<file path="src/rtl/mem_arbiter_pkg.sv">
// Shared constants for the two-port memory arbiter.
// FSM state codes, port ids and default bus widths.
package mem_arbiter_pkg;

    localparam int DEF_DWIDTH = 16;
    localparam int DEF_AWIDTH = 12;

    localparam logic [1:0] ST_IDLE = 2'b00;
    localparam logic [1:0] ST_OWN0 = 2'b01;
    localparam logic [1:0] ST_OWN1 = 2'b10;

    localparam logic PORT0 = 1'b0;
    localparam logic PORT1 = 1'b1;

endpackage

</file>
<file path="src/rtl/mem_arbiter_if.sv">
// Requester and memory-side bus of the arbiter.
// master = requesters + memory, slave = arbiter.
interface mem_arbiter_if #(
    parameter int DWIDTH = 16,
    parameter int AWIDTH = 12
);

    logic              req0;
    logic              req1;
    logic              we0;
    logic              we1;
    logic              lock0;
    logic              lock1;
    logic [AWIDTH-1:0] addr0;
    logic [AWIDTH-1:0] addr1;
    logic [DWIDTH-1:0] wdata0;
    logic [DWIDTH-1:0] wdata1;
    logic              gnt0;
    logic              gnt1;
    logic              rvalid0;
    logic              rvalid1;
    logic [DWIDTH-1:0] rdata;
    logic              mem_load;
    logic [AWIDTH-1:0] mem_addr;
    logic [DWIDTH-1:0] mem_d;
    logic [DWIDTH-1:0] mem_q;

    modport master (
        output req0, req1, we0, we1, lock0, lock1,
        output addr0, addr1, wdata0, wdata1, mem_q,
        input  gnt0, gnt1, rvalid0, rvalid1, rdata,
        input  mem_load, mem_addr, mem_d
    );

    modport slave (
        input  req0, req1, we0, we1, lock0, lock1,
        input  addr0, addr1, wdata0, wdata1, mem_q,
        output gnt0, gnt1, rvalid0, rvalid1, rdata,
        output mem_load, mem_addr, mem_d
    );

endinterface

</file>
<file path="src/rtl/mem_arb_pick.sv">
// Idle-state winner selection for the two-port arbiter.
// MEM_ARB_FIXED_PRI_EN: port 0 always wins; default round-robin.
module mem_arb_pick
    import mem_arbiter_pkg::*;
(
    input  logic req0,
    input  logic req1,
    input  logic last,
    output logic winner,
    output logic valid
);

`ifdef MEM_ARB_FIXED_PRI_EN
    logic unused_last;
    assign unused_last = last;
`endif

    // Choose the port to grant when nobody owns the memory
    always_comb begin
        valid = req0 | req1;
`ifdef MEM_ARB_FIXED_PRI_EN
        winner = req0 ? PORT0 : PORT1;
`else
        if (req0 && req1) winner = ~last;
        else              winner = req1 ? PORT1 : PORT0;
`endif
    end

endmodule

</file>
<file path="src/rtl/mem_arbiter.sv">
// Two-port arbiter for a 1-cycle-latency single-port memory.
// Optional MEM_ARB_FIXED_PRI_EN selects fixed port-0 priority.
module mem_arbiter
    import mem_arbiter_pkg::*;
#(
    parameter int DWIDTH = DEF_DWIDTH,
    parameter int AWIDTH = DEF_AWIDTH
) (
    input  logic         clk,
    input  logic         reset,
    mem_arbiter_if.slave bus
);

    logic [1:0]        state;
    logic [1:0]        state_nxt;
    logic              last;
    logic              pick_w;
    logic              pick_v;
    logic              gnt0;
    logic              gnt1;
    logic              rvalid0_q;
    logic              rvalid1_q;
    logic              mem_load_c;
    logic [AWIDTH-1:0] mem_addr_c;
    logic [DWIDTH-1:0] mem_d_c;

    mem_arb_pick u_pick (
        .req0   (bus.req0),
        .req1   (bus.req1),
        .last   (last),
        .winner (pick_w),
        .valid  (pick_v)
    );

    // Grant and next-state decode; nothing is granted during reset
    always_comb begin
        gnt0      = 1'b0;
        gnt1      = 1'b0;
        state_nxt = state;
        if (!reset) begin
            case (state)
                ST_IDLE: begin
                    if (pick_v && pick_w == PORT1) begin
                        gnt1      = 1'b1;
                        state_nxt = bus.lock1 ? ST_OWN1 : ST_IDLE;
                    end else if (pick_v) begin
                        gnt0      = 1'b1;
                        state_nxt = bus.lock0 ? ST_OWN0 : ST_IDLE;
                    end
                end
                ST_OWN0: begin
                    gnt0      = bus.req0;
                    state_nxt = (bus.req0 && bus.lock0) ? ST_OWN0 : ST_IDLE;
                end
                ST_OWN1: begin
                    gnt1      = bus.req1;
                    state_nxt = (bus.req1 && bus.lock1) ? ST_OWN1 : ST_IDLE;
                end
                default: state_nxt = ST_IDLE;
            endcase
        end
    end

    // FSM state and round-robin pointer
    always_ff @(posedge clk) begin
        if (reset) begin
            state <= ST_IDLE;
            last  <= PORT1;
        end else begin
            state <= state_nxt;
            if (state == ST_IDLE && pick_v) last <= pick_w;
        end
    end

    // Read-return valids, one cycle after a read is issued
    always_ff @(posedge clk) begin
        if (reset) begin
            rvalid0_q <= 1'b0;
            rvalid1_q <= 1'b0;
        end else begin
            rvalid0_q <= gnt0 & ~bus.we0;
            rvalid1_q <= gnt1 & ~bus.we1;
        end
    end

    // Drive the memory from the granted port, zeros when idle
    always_comb begin
        mem_load_c = 1'b0;
        mem_addr_c = '0;
        mem_d_c    = '0;
        if (gnt0) begin
            mem_load_c = bus.we0;
            mem_addr_c = bus.addr0;
            mem_d_c    = bus.wdata0;
        end else if (gnt1) begin
            mem_load_c = bus.we1;
            mem_addr_c = bus.addr1;
            mem_d_c    = bus.wdata1;
        end
    end

    assign bus.gnt0     = gnt0;
    assign bus.gnt1     = gnt1;
    assign bus.rvalid0  = rvalid0_q;
    assign bus.rvalid1  = rvalid1_q;
    assign bus.rdata    = bus.mem_q;
    assign bus.mem_load = mem_load_c;
    assign bus.mem_addr = mem_addr_c;
    assign bus.mem_d    = mem_d_c;

endmodule

</file>
<file path="src/flat_wrapper.sv">
// flat-port wrapper written by rule: the top's interface ports become plain ports
module mem_arbiter_flat import mem_arbiter_pkg::*;
#(
    parameter int DWIDTH = DEF_DWIDTH,
    parameter int AWIDTH = DEF_AWIDTH
)
  (clk, reset, bus_req0, bus_req1, bus_we0, bus_we1, bus_lock0, bus_lock1, bus_addr0, bus_addr1, bus_wdata0, bus_wdata1, bus_mem_q, bus_gnt0, bus_gnt1, bus_rvalid0, bus_rvalid1, bus_rdata, bus_mem_load, bus_mem_addr, bus_mem_d);
  mem_arbiter_if #(.DWIDTH(DWIDTH), .AWIDTH(AWIDTH)) bus_i ();
  input  logic clk;
  input  logic reset;
  input wire logic [$bits(bus_i.req0)-1:0] bus_req0;
  input wire logic [$bits(bus_i.req1)-1:0] bus_req1;
  input wire logic [$bits(bus_i.we0)-1:0] bus_we0;
  input wire logic [$bits(bus_i.we1)-1:0] bus_we1;
  input wire logic [$bits(bus_i.lock0)-1:0] bus_lock0;
  input wire logic [$bits(bus_i.lock1)-1:0] bus_lock1;
  input wire logic [$bits(bus_i.addr0)-1:0] bus_addr0;
  input wire logic [$bits(bus_i.addr1)-1:0] bus_addr1;
  input wire logic [$bits(bus_i.wdata0)-1:0] bus_wdata0;
  input wire logic [$bits(bus_i.wdata1)-1:0] bus_wdata1;
  input wire logic [$bits(bus_i.mem_q)-1:0] bus_mem_q;
  output wire logic [$bits(bus_i.gnt0)-1:0] bus_gnt0;
  output wire logic [$bits(bus_i.gnt1)-1:0] bus_gnt1;
  output wire logic [$bits(bus_i.rvalid0)-1:0] bus_rvalid0;
  output wire logic [$bits(bus_i.rvalid1)-1:0] bus_rvalid1;
  output wire logic [$bits(bus_i.rdata)-1:0] bus_rdata;
  output wire logic [$bits(bus_i.mem_load)-1:0] bus_mem_load;
  output wire logic [$bits(bus_i.mem_addr)-1:0] bus_mem_addr;
  output wire logic [$bits(bus_i.mem_d)-1:0] bus_mem_d;
  assign bus_i.req0 = bus_req0;
  assign bus_i.req1 = bus_req1;
  assign bus_i.we0 = bus_we0;
  assign bus_i.we1 = bus_we1;
  assign bus_i.lock0 = bus_lock0;
  assign bus_i.lock1 = bus_lock1;
  assign bus_i.addr0 = bus_addr0;
  assign bus_i.addr1 = bus_addr1;
  assign bus_i.wdata0 = bus_wdata0;
  assign bus_i.wdata1 = bus_wdata1;
  assign bus_i.mem_q = bus_mem_q;
  assign bus_gnt0 = bus_i.gnt0;
  assign bus_gnt1 = bus_i.gnt1;
  assign bus_rvalid0 = bus_i.rvalid0;
  assign bus_rvalid1 = bus_i.rvalid1;
  assign bus_rdata = bus_i.rdata;
  assign bus_mem_load = bus_i.mem_load;
  assign bus_mem_addr = bus_i.mem_addr;
  assign bus_mem_d = bus_i.mem_d;
  mem_arbiter #(.DWIDTH(DWIDTH), .AWIDTH(AWIDTH)) u_core (.clk(clk), .reset(reset), .bus(bus_i));
endmodule
</file>
<file path="config.mk">
export PLATFORM = sky130hd
export DESIGN_NAME = mem_arbiter_flat
export DESIGN_NICKNAME = d
export VERILOG_FILES = /design/src/rtl/mem_arbiter_pkg.sv /design/src/rtl/mem_arbiter_if.sv /design/src/rtl/mem_arb_pick.sv /design/src/rtl/mem_arbiter.sv /design/src/flat_wrapper.sv
export SDC_FILE = /design/constraint.sdc
export NUM_CORES = 1
export LEC_CHECK = 0
export BUFFER_PORTS_ARGS = -buffer_cell sky130_fd_sc_hd__buf_4
export CORE_MARGIN = 5
export CORE_UTILIZATION = 23
export CTS_CLUSTER_DIAMETER = 80
export DETAILED_ROUTE_END_ITERATION = 7
export PLACE_DENSITY = 0.77
export SETUP_SLACK_MARGIN = 0.15
export SYNTH_ARGS = -nofsm -noshare
export SYNTH_HDL_FRONTEND = slang
export SYNTH_HIERARCHICAL = 1
export SYNTH_SLANG_ARGS = --single-unit
</file>
<file path="constraint.sdc">
create_clock -name clk -period 1.35 [get_ports clk]
set_input_delay 0.0675 -clock clk [delete_from_list [all_inputs] [get_ports clk]]
set_output_delay 0.0675 -clock clk [all_outputs]
set_load 0.02 [all_outputs]
</file>
==> results.json <==
{
  "combinationalPowerShare_pct": 71.1,
  "finalPower_w": 0.00116,
  "postSynthAreaPerCell_um2": 8.87,
  "grt_pass1_wl_um": 5520,
  "synthFlopType": "dfxtp_1",
  "async_flop_share_pct": 0,
  "htreeDepth": 1,
  "dp.cells": 190,
  "clk_latency_ns": 0.24,
  "cts-root-buf": "clkbuf_4",
  "dieWidth_um": 64.2,
  "yosysUniqueCellTypes": 22,
  "relSlewSlack_pct": 85.8,
  "hold_viol": 0,
  "utilization_pct": 69.9,
  "swShare_pct": 33.8,
  "clk_pin_slew_worst_paths_ns": 0.05,
  "start_kind": "register",
  "p_seq_share_pct": 14.0,
  "finalCritPeriodShare_pct": 130,
  "vias": 965,
  "whs_ns": 0.0614,
  "clkPwrFrac_pct": 14.9,
  "synth.most_common_cell": "a22o_1",
  "cts_buffer_depth": 2,
  "first_iter_violations": 27,
  "pre_cts_ws_ns": -0.196,
  "fin_nets": 252,
  "clock-sinks": 5,
  "synth.yosys.seq_area_share_pct": 14.8,
  "antenna_found_initial": 0,
  "syn-cell-area_um2": 674,
  "max_stage_delay_ns": 0.38,
  "tritoncts": "yes",
  "wire_per_inst_um": 17.4,
  "cp.required_ns": 1.28,
  "nFillCells": 198,
  "hpwl_um": 2660,
  "min_path_type": "in2reg",
  "setup_slack_ns": -0.406,
  "synth_edf_count": 0,
  "synth.area.top_cells": "a22o_1 (38%), buf_4 (18%), dfxtp_1 (15%)",
  "irDropWorstVdd_v": 0.000518,
  "syn_to_final_growth_pct": 188,
  "num_rows": 19,
  "violations": "setup timing",
  "rsz0062_at_grt": "yes",
  "period_minus_slack_ns": 1.76,
  "crit_arrival_ns": 1.69,
  "path_cells": "a21boi_2, or3b_4, a21boi_4, buf_12, a22o_1, buf_6",
  "fin_skew_ns": 0.00138,
  "p_leak_nw": 1.01,
  "path_class": "reg2out",
  "stdcell_count": 202,
  "p_int_w": 0.000770,
  "synth_common_cells": "a22o_1 (29), buf_4 (16), dfxtp_1 (5)",
  "tightest_slew_ns": 0.213,
  "ys_warn_count": 6,
  "setup_viol": 34,
  "synthCells": 76,
  "crit_path_max_fanout": 18,
  "grt-ovfl-total": 0,
  "cap_violations": 0,
  "io-pin-count": 129,
  "synth_nets": 156,
  "fmax_mhz": 569,
  "drt_first_pass_iters": 4,
  "die-area_mm2": 0.00412,
  "worst_path_max_delay_cell": "or3b_4",
  "synth_top_area_cell": "a22o_1",
  "start_util_pct": 24.2,
  "synth_top_area_share_pct": 37.7,
  "place.gp.congestion": 0.753,
  "drt_wl_total_um": 3510,
  "end_kind": "output port",
  "die_y_um": 64.2,
  "core_mm2": 0.00278,
  "grt_max_degree": 19,
  "port_buffers": 96,
  "insertedDiodeCount": 0,
  "grt_pass1_vias": 1152,
  "detail_route.drc_violations": 0,
  "postRouteAntennaNets": 0,
  "viasPerCell": 4.78,
  "grt_usage_pct": 16.3,
  "drv_slew": 0,
  "switchingPower_w": 0.000393,
  "synth.ff_latch_count": 5,
  "cellPowerDensity_mw_per_mm2": 599,
  "status": "finished with violations",
  "post_route_cells_drive_above_1_share_pct": 88.3,
  "cts_buffers": 3
}
[worst max-delay path: cells and delay by family (launching register included)]
kind                   cells  cell delay (ns)
buffers and inverters      2             0.31
DFF                        1             0.32
and+or+nand+nor            1             0.38
AOI/OAI and AO/OA          3             0.43
[area by class of cell]
class                      instances  area (µm²)  area share, %
tap                               31        38.8           2.00
multi-input combinational         49         673           34.6
timing repair buffer             113        1100           56.7
sequential                         5         104           5.34
clock buffer                       4        26.3           1.35
[power groups by stage]
| stage | registers [W] | clock network (W) | logic [W] |
|---|---|---|---|
| after floorplan | 0.000170 | 0 | 0.000440 |
| after detailed placement | 0.000166 | 0 | 0.000698 |
| final | 0.000163 | 0.000173 | 0.000828 |
| after global routing | 0.000163 | 0.000189 | 0.000873 |
| after global placement | 0.000165 | 0 | 0.000687 |
| after CTS | 0.000163 | 0.000180 | 0.000811 |
[flip-flops by register name, summed over array words and instances (netlist names)]
signal,cells
u_core/bus.rvalid0,1
u_core/bus.rvalid1,1
u_core/last,1
u_core/state,2
[metal layers]
layer	vias up	global-route usage [%]	routed length [µm]
met1	439	18.2	1190
met3	6	4.20	269
met5	-	0	0
li1	469	-	-
met4	0	3.31	38
met2	51	30.9	2010
[cell usage in the layout, fill, tap and decap left out, types with 2 or more instances in the layout]
cell type and instances:
a22o_4 28, buf_8 2, buf_6 34, buf_16 2, dfxtp_1 2, buf_4 69, buf_12 4, nand2_1 3
clkbuf_4 3, dfxtp_2 3, nor2b_1 2
[metrics by stage]
stage	TNS (ns)	cell area, µm²
floorplan	-0.334	956
global placement	-3.66	1630
detailed placement	-4.91	1630
CTS	-11.63	1890
global route	-14.52	1940
finish	-11.54	1940
[final timing paths]
| kind | from | cells after the start | end | slack (ns) |
|---|---|---|---|---|
| hold / removal | bus_lock0 | 3 | u_core/state[0]$_SDFFE_PP0P_ | 0.06 |
| hold reg to reg | u_core/last$_SDFFE_PP1P_ | 2 | u_core/last$_SDFFE_PP1P_ | 0.58 |
| setup / recovery | u_core/last$_SDFFE_PP1P_ | 6 | bus_mem_load | -0.41 |
| setup reg to reg | u_core/last$_SDFFE_PP1P_ | 8 | u_core/bus.rvalid1$_SDFF_PP0_ | -0.18 |
[logic make-up (layout without fill, tap and decap cells)]
family / count (synthesis) / in the layout / share of synthesized area [%]
compound gates: 36 / 36 / 48.1
flops: 5 / 5 / 14.8
buf+inv: 22 / 117 / 25.0
simple gates: 13 / 13 / 12.1
[timing repair]
action	4_1_cts	5_1_grt
endpoints found under the hold margin	1	0
buffers inserted	3	1
pin swaps	2	2
setup endpoints to repair	35	35
gates cloned	2	1
resized for setup	41	5
hold buffers	1	0
Power figures use the tool's default switching activity.
